### src/rtl/mc_controller_if.sv
// mc_controller_if: control bundle between the multicycle controller and
// its datapath/UART. master = controller side, slave = datapath side.
interface mc_controller_if;
    logic [6:0]  op;
    logic [2:0]  funct3;
    logic [6:0]  funct7;
    logic        zero;
    logic        pcen;
    logic        irwrite;
    logic        regwrite;
    logic        pcbufwrite;
    logic        iord;
    logic        memwrite;
    logic [1:0]  alusrca;
    logic [1:0]  alusrcb;
    logic [2:0]  regsrc;
    logic [1:0]  pcsrc;
    logic [4:0]  alucontrol;
    logic        rx_valid;
    logic        rx_ready;
    logic        tx_valid;
    logic        tx_ready;
    logic        halted;
    logic [31:0] cycle_cnt;
    logic [31:0] instret_cnt;

    modport master (
        input  op, funct3, funct7, zero, rx_valid, tx_ready,
        output pcen, irwrite, regwrite, pcbufwrite, iord, memwrite,
        output alusrca, alusrcb, regsrc, pcsrc, alucontrol,
        output rx_ready, tx_valid, halted, cycle_cnt, instret_cnt
    );

    modport slave (
        output op, funct3, funct7, zero, rx_valid, tx_ready,
        input  pcen, irwrite, regwrite, pcbufwrite, iord, memwrite,
        input  alusrca, alusrcb, regsrc, pcsrc, alucontrol,
        input  rx_ready, tx_valid, halted, cycle_cnt, instret_cnt
    );
endinterface

### src/rtl/mc_controller.sv
// mc_controller: Moore FSM for the multicycle RV32I datapath with UART IN/OUT.
// Define CTRL_PERF_EN to build the cycle/instret performance counters.
module mc_controller (
    input logic             clk,
    input logic             rstn,
    mc_controller_if.master bus
);
    localparam logic [6:0] OP_LUI    = 7'b0110111;
    localparam logic [6:0] OP_AUIPC  = 7'b0010111;
    localparam logic [6:0] OP_OP     = 7'b0110011;
    localparam logic [6:0] OP_OPIMM  = 7'b0010011;
    localparam logic [6:0] OP_LOAD   = 7'b0000011;
    localparam logic [6:0] OP_STORE  = 7'b0100011;
    localparam logic [6:0] OP_BRANCH = 7'b1100011;
    localparam logic [6:0] OP_JAL    = 7'b1101111;
    localparam logic [6:0] OP_JALR   = 7'b1100111;
    localparam logic [6:0] OP_IN     = 7'b0001011;
    localparam logic [6:0] OP_OUT    = 7'b0101011;

    localparam logic [4:0] ALU_ADD  = 5'd0;
    localparam logic [4:0] ALU_SUB  = 5'd1;
    localparam logic [4:0] ALU_SLL  = 5'd2;
    localparam logic [4:0] ALU_SLT  = 5'd3;
    localparam logic [4:0] ALU_SLTU = 5'd4;
    localparam logic [4:0] ALU_XOR  = 5'd5;
    localparam logic [4:0] ALU_SRL  = 5'd6;
    localparam logic [4:0] ALU_SRA  = 5'd7;
    localparam logic [4:0] ALU_OR   = 5'd8;
    localparam logic [4:0] ALU_AND  = 5'd9;

    typedef enum logic [4:0] {
        S_FETCH, S_DECODE, S_LUIWB, S_AUIPC, S_EXR, S_EXI,
        S_ALUWB, S_MEMADR, S_MEMRD, S_MEMWB, S_MEMWR, S_BR,
        S_JAL, S_JALR, S_INW, S_OUTW, S_HALT
    } state_t;

    state_t     state, next;
    logic       pcen_r, irwrite_r, regwrite_r, pcbufwrite_r;
    logic       memwrite_r, rx_ready_r, tx_valid_r;
    logic       taken, bad_br;
    logic [4:0] alu_r_op, alu_i_op, alu_b_op;

    function automatic logic [4:0] alu_dec(input logic [2:0] f3, input logic alt);
        logic [4:0] r;
        unique case (f3)
            3'b000:  r = alt ? ALU_SUB : ALU_ADD;
            3'b001:  r = ALU_SLL;
            3'b010:  r = ALU_SLT;
            3'b011:  r = ALU_SLTU;
            3'b100:  r = ALU_XOR;
            3'b101:  r = alt ? ALU_SRA : ALU_SRL;
            3'b110:  r = ALU_OR;
            default: r = ALU_AND;
        endcase
        return r;
    endfunction

    // ALU function and branch outcome decoded from the held instruction fields
    always_comb begin
        alu_r_op = alu_dec(bus.funct3, bus.funct7[5]);
        alu_i_op = alu_dec(bus.funct3, bus.funct7[5] && (bus.funct3 == 3'b101));
        alu_b_op = bus.funct3[2] ? (bus.funct3[1] ? ALU_SLTU : ALU_SLT) : ALU_SUB;
        bad_br   = (bus.funct3[2:1] == 2'b01);
        taken    = ((bus.funct3 == 3'b000) || (bus.funct3 == 3'b101) ||
                    (bus.funct3 == 3'b111)) ? bus.zero : !bus.zero;
    end

    // state register; reset aborts any instruction in flight
    always_ff @(posedge clk or negedge rstn) begin
        if (!rstn) state <= S_FETCH;
        else       state <= next;
    end

    // next-state and per-state control decode
    always_comb begin
        next           = state;
        pcen_r         = 1'b0;
        irwrite_r      = 1'b0;
        regwrite_r     = 1'b0;
        pcbufwrite_r   = 1'b0;
        memwrite_r     = 1'b0;
        rx_ready_r     = 1'b0;
        tx_valid_r     = 1'b0;
        bus.iord       = 1'b0;
        bus.alusrca    = 2'd0;
        bus.alusrcb    = 2'd0;
        bus.regsrc     = 3'd0;
        bus.pcsrc      = 2'd0;
        bus.alucontrol = ALU_ADD;
        unique case (state)
            S_FETCH: begin
                irwrite_r    = 1'b1;
                pcbufwrite_r = 1'b1;
                pcen_r       = 1'b1;
                bus.alusrcb  = 2'd1;
                next         = S_DECODE;
            end
            S_DECODE: begin
                bus.alusrca = 2'd1;
                bus.alusrcb = 2'd2;
                unique case (1'b1)
                    (bus.op == OP_LUI):    next = S_LUIWB;
                    (bus.op == OP_AUIPC):  next = S_AUIPC;
                    (bus.op == OP_OP):     next = S_EXR;
                    (bus.op == OP_OPIMM):  next = S_EXI;
                    (bus.op == OP_LOAD):   next = S_MEMADR;
                    (bus.op == OP_STORE):  next = S_MEMADR;
                    (bus.op == OP_BRANCH): next = S_BR;
                    (bus.op == OP_JAL):    next = S_JAL;
                    (bus.op == OP_JALR):   next = S_JALR;
                    (bus.op == OP_IN):     next = S_INW;
                    (bus.op == OP_OUT):    next = S_OUTW;
                    default:               next = S_HALT;
                endcase
            end
            S_LUIWB: begin
                bus.regsrc = 3'd2;
                regwrite_r = 1'b1;
                next       = S_FETCH;
            end
            S_AUIPC: begin
                bus.alusrca = 2'd1;
                bus.alusrcb = 2'd2;
                next        = S_ALUWB;
            end
            S_EXR: begin
                bus.alusrca    = 2'd2;
                bus.alucontrol = alu_r_op;
                next           = S_ALUWB;
            end
            S_EXI: begin
                bus.alusrca    = 2'd2;
                bus.alusrcb    = 2'd2;
                bus.alucontrol = alu_i_op;
                next           = S_ALUWB;
            end
            S_ALUWB: begin
                regwrite_r = 1'b1;
                next       = S_FETCH;
            end
            S_MEMADR: begin
                bus.alusrca = 2'd2;
                bus.alusrcb = 2'd2;
                next        = (bus.op == OP_STORE) ? S_MEMWR : S_MEMRD;
            end
            S_MEMRD: begin
                bus.iord = 1'b1;
                next     = S_MEMWB;
            end
            // address held so the data register sees a stable read word
            S_MEMWB: begin
                bus.iord   = 1'b1;
                bus.regsrc = 3'd1;
                regwrite_r = 1'b1;
                next       = S_FETCH;
            end
            S_MEMWR: begin
                bus.iord   = 1'b1;
                memwrite_r = 1'b1;
                next       = S_FETCH;
            end
            S_BR: begin
                bus.alusrca    = 2'd2;
                bus.alucontrol = alu_b_op;
                bus.pcsrc      = 2'd1;
                pcen_r         = taken && !bad_br;
                next           = bad_br ? S_HALT : S_FETCH;
            end
            S_JAL: begin
                bus.regsrc = 3'd3;
                regwrite_r = 1'b1;
                bus.pcsrc  = 2'd1;
                pcen_r     = 1'b1;
                next       = S_FETCH;
            end
            S_JALR: begin
                bus.alusrca = 2'd2;
                bus.alusrcb = 2'd2;
                bus.pcsrc   = 2'd2;
                pcen_r      = 1'b1;
                bus.regsrc  = 3'd3;
                regwrite_r  = 1'b1;
                next        = S_FETCH;
            end
            S_INW: begin
                bus.regsrc = 3'd4;
                rx_ready_r = 1'b1;
                regwrite_r = bus.rx_valid;
                next       = bus.rx_valid ? S_FETCH : S_INW;
            end
            S_OUTW: begin
                tx_valid_r = 1'b1;
                next       = bus.tx_ready ? S_FETCH : S_OUTW;
            end
            default: next = S_HALT;
        endcase
    end

    assign bus.pcen       = pcen_r & rstn;
    assign bus.irwrite    = irwrite_r & rstn;
    assign bus.regwrite   = regwrite_r & rstn;
    assign bus.pcbufwrite = pcbufwrite_r & rstn;
    assign bus.memwrite   = memwrite_r & rstn;
    assign bus.rx_ready   = rx_ready_r & rstn;
    assign bus.tx_valid   = tx_valid_r & rstn;
    assign bus.halted     = (state == S_HALT);

`ifdef CTRL_PERF_EN
    logic [31:0] cyc_q, ret_q;

    // free-running cycle count and retired-instruction count
    always_ff @(posedge clk or negedge rstn) begin
        if (!rstn) begin
            cyc_q <= 32'd0;
            ret_q <= 32'd0;
        end else begin
            cyc_q <= cyc_q + 32'd1;
            if (next == S_FETCH) ret_q <= ret_q + 32'd1;
        end
    end

    assign bus.cycle_cnt   = cyc_q;
    assign bus.instret_cnt = ret_q;
`else
    assign bus.cycle_cnt   = 32'd0;
    assign bus.instret_cnt = 32'd0;
`endif
endmodule

### src/flat_wrapper.sv
// flat-port wrapper written by rule: the top's interface ports become plain ports
module mc_controller_flat 
  (clk, rstn, bus_op, bus_funct3, bus_funct7, bus_zero, bus_rx_valid, bus_tx_ready, bus_pcen, bus_irwrite, bus_regwrite, bus_pcbufwrite, bus_iord, bus_memwrite, bus_alusrca, bus_alusrcb, bus_regsrc, bus_pcsrc, bus_alucontrol, bus_rx_ready, bus_tx_valid, bus_halted, bus_cycle_cnt, bus_instret_cnt);
  mc_controller_if bus_i ();
  input logic clk;
  input logic rstn;
  input wire logic [$bits(bus_i.op)-1:0] bus_op;
  input wire logic [$bits(bus_i.funct3)-1:0] bus_funct3;
  input wire logic [$bits(bus_i.funct7)-1:0] bus_funct7;
  input wire logic [$bits(bus_i.zero)-1:0] bus_zero;
  input wire logic [$bits(bus_i.rx_valid)-1:0] bus_rx_valid;
  input wire logic [$bits(bus_i.tx_ready)-1:0] bus_tx_ready;
  output wire logic [$bits(bus_i.pcen)-1:0] bus_pcen;
  output wire logic [$bits(bus_i.irwrite)-1:0] bus_irwrite;
  output wire logic [$bits(bus_i.regwrite)-1:0] bus_regwrite;
  output wire logic [$bits(bus_i.pcbufwrite)-1:0] bus_pcbufwrite;
  output wire logic [$bits(bus_i.iord)-1:0] bus_iord;
  output wire logic [$bits(bus_i.memwrite)-1:0] bus_memwrite;
  output wire logic [$bits(bus_i.alusrca)-1:0] bus_alusrca;
  output wire logic [$bits(bus_i.alusrcb)-1:0] bus_alusrcb;
  output wire logic [$bits(bus_i.regsrc)-1:0] bus_regsrc;
  output wire logic [$bits(bus_i.pcsrc)-1:0] bus_pcsrc;
  output wire logic [$bits(bus_i.alucontrol)-1:0] bus_alucontrol;
  output wire logic [$bits(bus_i.rx_ready)-1:0] bus_rx_ready;
  output wire logic [$bits(bus_i.tx_valid)-1:0] bus_tx_valid;
  output wire logic [$bits(bus_i.halted)-1:0] bus_halted;
  output wire logic [$bits(bus_i.cycle_cnt)-1:0] bus_cycle_cnt;
  output wire logic [$bits(bus_i.instret_cnt)-1:0] bus_instret_cnt;
  assign bus_i.op = bus_op;
  assign bus_i.funct3 = bus_funct3;
  assign bus_i.funct7 = bus_funct7;
  assign bus_i.zero = bus_zero;
  assign bus_i.rx_valid = bus_rx_valid;
  assign bus_i.tx_ready = bus_tx_ready;
  assign bus_pcen = bus_i.pcen;
  assign bus_irwrite = bus_i.irwrite;
  assign bus_regwrite = bus_i.regwrite;
  assign bus_pcbufwrite = bus_i.pcbufwrite;
  assign bus_iord = bus_i.iord;
  assign bus_memwrite = bus_i.memwrite;
  assign bus_alusrca = bus_i.alusrca;
  assign bus_alusrcb = bus_i.alusrcb;
  assign bus_regsrc = bus_i.regsrc;
  assign bus_pcsrc = bus_i.pcsrc;
  assign bus_alucontrol = bus_i.alucontrol;
  assign bus_rx_ready = bus_i.rx_ready;
  assign bus_tx_valid = bus_i.tx_valid;
  assign bus_halted = bus_i.halted;
  assign bus_cycle_cnt = bus_i.cycle_cnt;
  assign bus_instret_cnt = bus_i.instret_cnt;
  mc_controller u_core (.clk(clk), .rstn(rstn), .bus(bus_i));
endmodule
### config.mk
export PLATFORM = sky130hd
export DESIGN_NAME = mc_controller_flat
export DESIGN_NICKNAME = d
export VERILOG_FILES = /design/src/rtl/mc_controller_if.sv /design/src/rtl/mc_controller.sv /design/src/flat_wrapper.sv
export SDC_FILE = /design/constraint.sdc
export NUM_CORES = 1
export LEC_CHECK = 0
export CORE_MARGIN = 4
export CORE_UTILIZATION = 34
export DETAILED_ROUTE_END_ITERATION = 8
export GPL_TIMING_DRIVEN = 0
export PLACE_DENSITY_LB_ADDON = 0.15
export SYNTH_ARGS = -nofsm -noshare
export SYNTH_HDL_FRONTEND = slang
export SYNTH_SLANG_ARGS = --single-unit
### constraint.sdc
create_clock -name clk -period 1.8 [get_ports clk]
set_input_delay 0.27 -clock clk [delete_from_list [all_inputs] [get_ports clk]]
set_output_delay 0.27 -clock clk [all_outputs]
set_load 0.005 [all_outputs]
==> impl_metrics.tcl <==
set metrics [dict create \
    status "finished with violations" \
    violations "setup timing" \
    worst_slack_ns -0.114 \
    root_buffer "clkbuf_8" \
    cts_hold_buf 0 \
    grt_pass1_wl_um 6090 \
    power.density_nw_per_um2 476 \
    final_nets 347 \
    post_drt_wl_per_cell_um 11.5 \
    design.die.area_sq_um 5150 \
    multi_input_area_sq_um 1020 \
    power_frac_seq 0.131 \
    synth_area_sq_um 1380 \
    cts_buffers 3 \
    drt-initial-drc-count 78 \
    timing.fmax_ghz 0.523 \
    post-place-cells 340 \
    reg_top3 "u_core.state: 5 flops" \
    overflow 0 \
    finalSetupTns_ns -0.386 \
    htree_levels 1 \
    initial_core_util 0.364 \
    instances_no_fill 372 \
    cp.arrival_ns 1.64 \
    clock-skew-final_ns 0.00482 \
    finalPower_w 0.00115 \
    yosysWarnings 0 \
    io-pin-count 109 \
    hold_viol_final 0 \
    fin_crit_sh 1.06 \
    gp_congestion 0.814 \
    grt_max_degree 11 \
    p_comb_frac 0.683 \
    design_area_sq_um 2420 \
    placed_cell_area_sq_um 2040 \
    synth_top_cell_by_area "buf_4" \
    largest_register "u_core.state" \
    power_leakage_nw 1.31 \
    seq_area_sq_um 126 \
    yosysSeqAreaShare 0.0904 \
    path_clk_slew_ns 0.04 \
    largest_reg_flops 5 \
    nFillCells 345 \
    dp_hpwl_um 2840 \
    synth_cells 192 \
    rows 22 \
    synth.distinct_cells 49 \
    synth.top_cells.by_area "buf_4 36%, dfrtp_1 9.0%, nor2_1 4.1%" \
    cp_max_fo 4 \
    cp-end-kind "primary output" \
    p_clk_frac 0.187 \
    drt-vias-per-instance 4.24 \
    final-setup-viol-count 5 \
    r2r_start "u_core.state[2]" \
    diodes 0 \
    drt_wl_total_um 4270 \
    clock_path_buffers 2 \
    track_usage 0.143 \
    layout-drive-gt1-share 0.466 \
    cp-start-kind "register" \
    clock_latency_ns 0.23 \
    drc 0 \
    p_sw_frac 0.381 \
    die_w_um 71.8 \
    area_growth_pct 75.2 \
    dr.pass1.iters 4 \
    maxCapViolCount 0 \
    crit_type "reg2out" \
    antenna_found_initial 0 \
    io_buffers 36 \
    synth_top_area_share 0.358 \
    cts_tree "done" \
    synth_area_per_cell_sq_um 7.21 \
    fp.dieH_um 71.8 \
    p_int_w 0.000714 \
    peakVddDrop_uv 385 \
    ant_nets 0 \
    grt_pass1_vias 1352 \
    worstPathRequired_ns 1.53 \
    finalMaxSlewViolations 0 \
    core_sq_um 3800 \
    fin_crit_ns 1.91 \
    crit_start "u_core.state[3]" \
    rsz0062_at_grt "yes" \
    power.switching_w 0.000440 \
    ys_ff_latch 5 \
    cts.sinks 5 \
    hold_path_class "in2async" \
    vias 1578 \
]
[power groups by stage]
stage / Clock (W) / Sequential, W / Combinational, W
after floorplan: 0 / 0.000152 / 0.000417
after global placement: 0 / 0.000158 / 0.000605
after detailed placement: 0 / 0.000160 / 0.000607
after CTS: 0.000220 / 0.000155 / 0.000684
after global routing: 0.000225 / 0.000154 / 0.000847
final: 0.000215 / 0.000151 / 0.000788
[synthesized netlist by cell type, drive strengths merged]
master,instances
nand4b,1
nor2b,2
nor3b,2
nor4b,2
clkbuf,4
nor3,7
and2,1
a211oi,1
o21bai,1
a22oi,2
o22ai,2
nand4,4
mux2i,3
a21o,1
or3b,1
o211ai,2
or4b,1
nor2,16
conb,1
nand3,4
a21oi,9
nand2,8
nand2b,6
buf,71
inv,5
a221oi,1
o22a,1
clkdlybuf4s18,1
o21ai,7
nand3b,1
a31oi,3
or2,2
o221ai,1
a2bb2oi,1
a311o,2
dfrtp,5
xor2,1
a21boi,2
and3,5
or3,2
[repair_timing]
action	4_1_cts	5_1_grt
gates cloned	0	1
buffers inserted	19	9
setup endpoints to repair	22	19
pin swaps	11	12
gates resized for setup	79	42
[layout make-up]
| cell class | count | share of cell area |
|---|---|---|
| Sequential cell | 5 | 0.0521 |
| Timing Repair Buffer | 65 | 0.219 |
| Buffer | 75 | 0.257 |
| Inverter | 5 | 0.00980 |
| Clock buffer | 4 | 0.0186 |
| Multi-Input combinational cell | 170 | 0.419 |
| Tap cell | 48 | 0.0248 |
[path summary, 6_finish.rpt]
path	to	slack, ns	cells past startpoint
worst max-delay path	bus_regsrc[1]	-0.11	5
worst min-delay path	u_core.state[0]	0.09	1
worst max register to register	u_core.state[1]	0.17	7
worst min register to register	u_core.state[0]	0.73	2
max in group asynchronous	u_core.state[4]	1.37	1
min in group clk	u_core.state[3]	0.52	3
[logic make-up after synthesis]
| family | synth area share |
|---|---|
| DFF | 0.0904 |
| buffers and inverters | 0.436 |
| AOI/OAI and AO/OA | 0.170 |
| xor gates and xnor gates | 0.00633 |
| muxes | 0.0217 |
| and+or+nand+nor | 0.273 |
| other | 0.00271 |
[routing by layer]
layer | global-route usage | wire, um | vias to the layer above
li1 | - | - | 804
met1 | 0.171 | 1610 | 668
met2 | 0.237 | 2020 | 91
met3 | 0.0365 | 471 | 15
met4 | 0.0710 | 163 | 0
met5 | 0 | 0 | -
[critical path, cell delays in order (launching register included)]
cell and delay (ns):
dfrtp_1 0.38, buf_6 0.14, buf_6 0.11, or4b_4 0.51
a21oi_2 0.16, buf_2 0.12
[per-stage QoR]
step / utilization / hold WS [ns] / worst slack (ns)
2_1_floorplan: - / -0.0256 / 0.218
3_3_place_gp: 0.538 / 0.574 / -0.518
3_5_place_dp: 0.538 / 0.567 / -0.488
4_1_cts: 0.596 / 0.0656 / -0.135
5_1_grt: 0.638 / 0.0909 / -0.213
6_report: 0.638 / 0.0894 / -0.114
[layout by cell type, fill, tap and decap left out, types with 4 or more instances in the layout]
master and instances:
o21ai_1 5, nor2_4 4, buf_6 11, nand2_1 7, buf_2 10, clkbuf_2 5
a21oi_1 6, conb_1 65, dfrtp_1 4, nand4_1 4, dlygate4sd2_1 8, clkbuf_8 4
nor2_1 11, nand2b_1 4, buf_4 87, clkdlybuf4s50_1 9
Power figures use the tool's default switching activity.
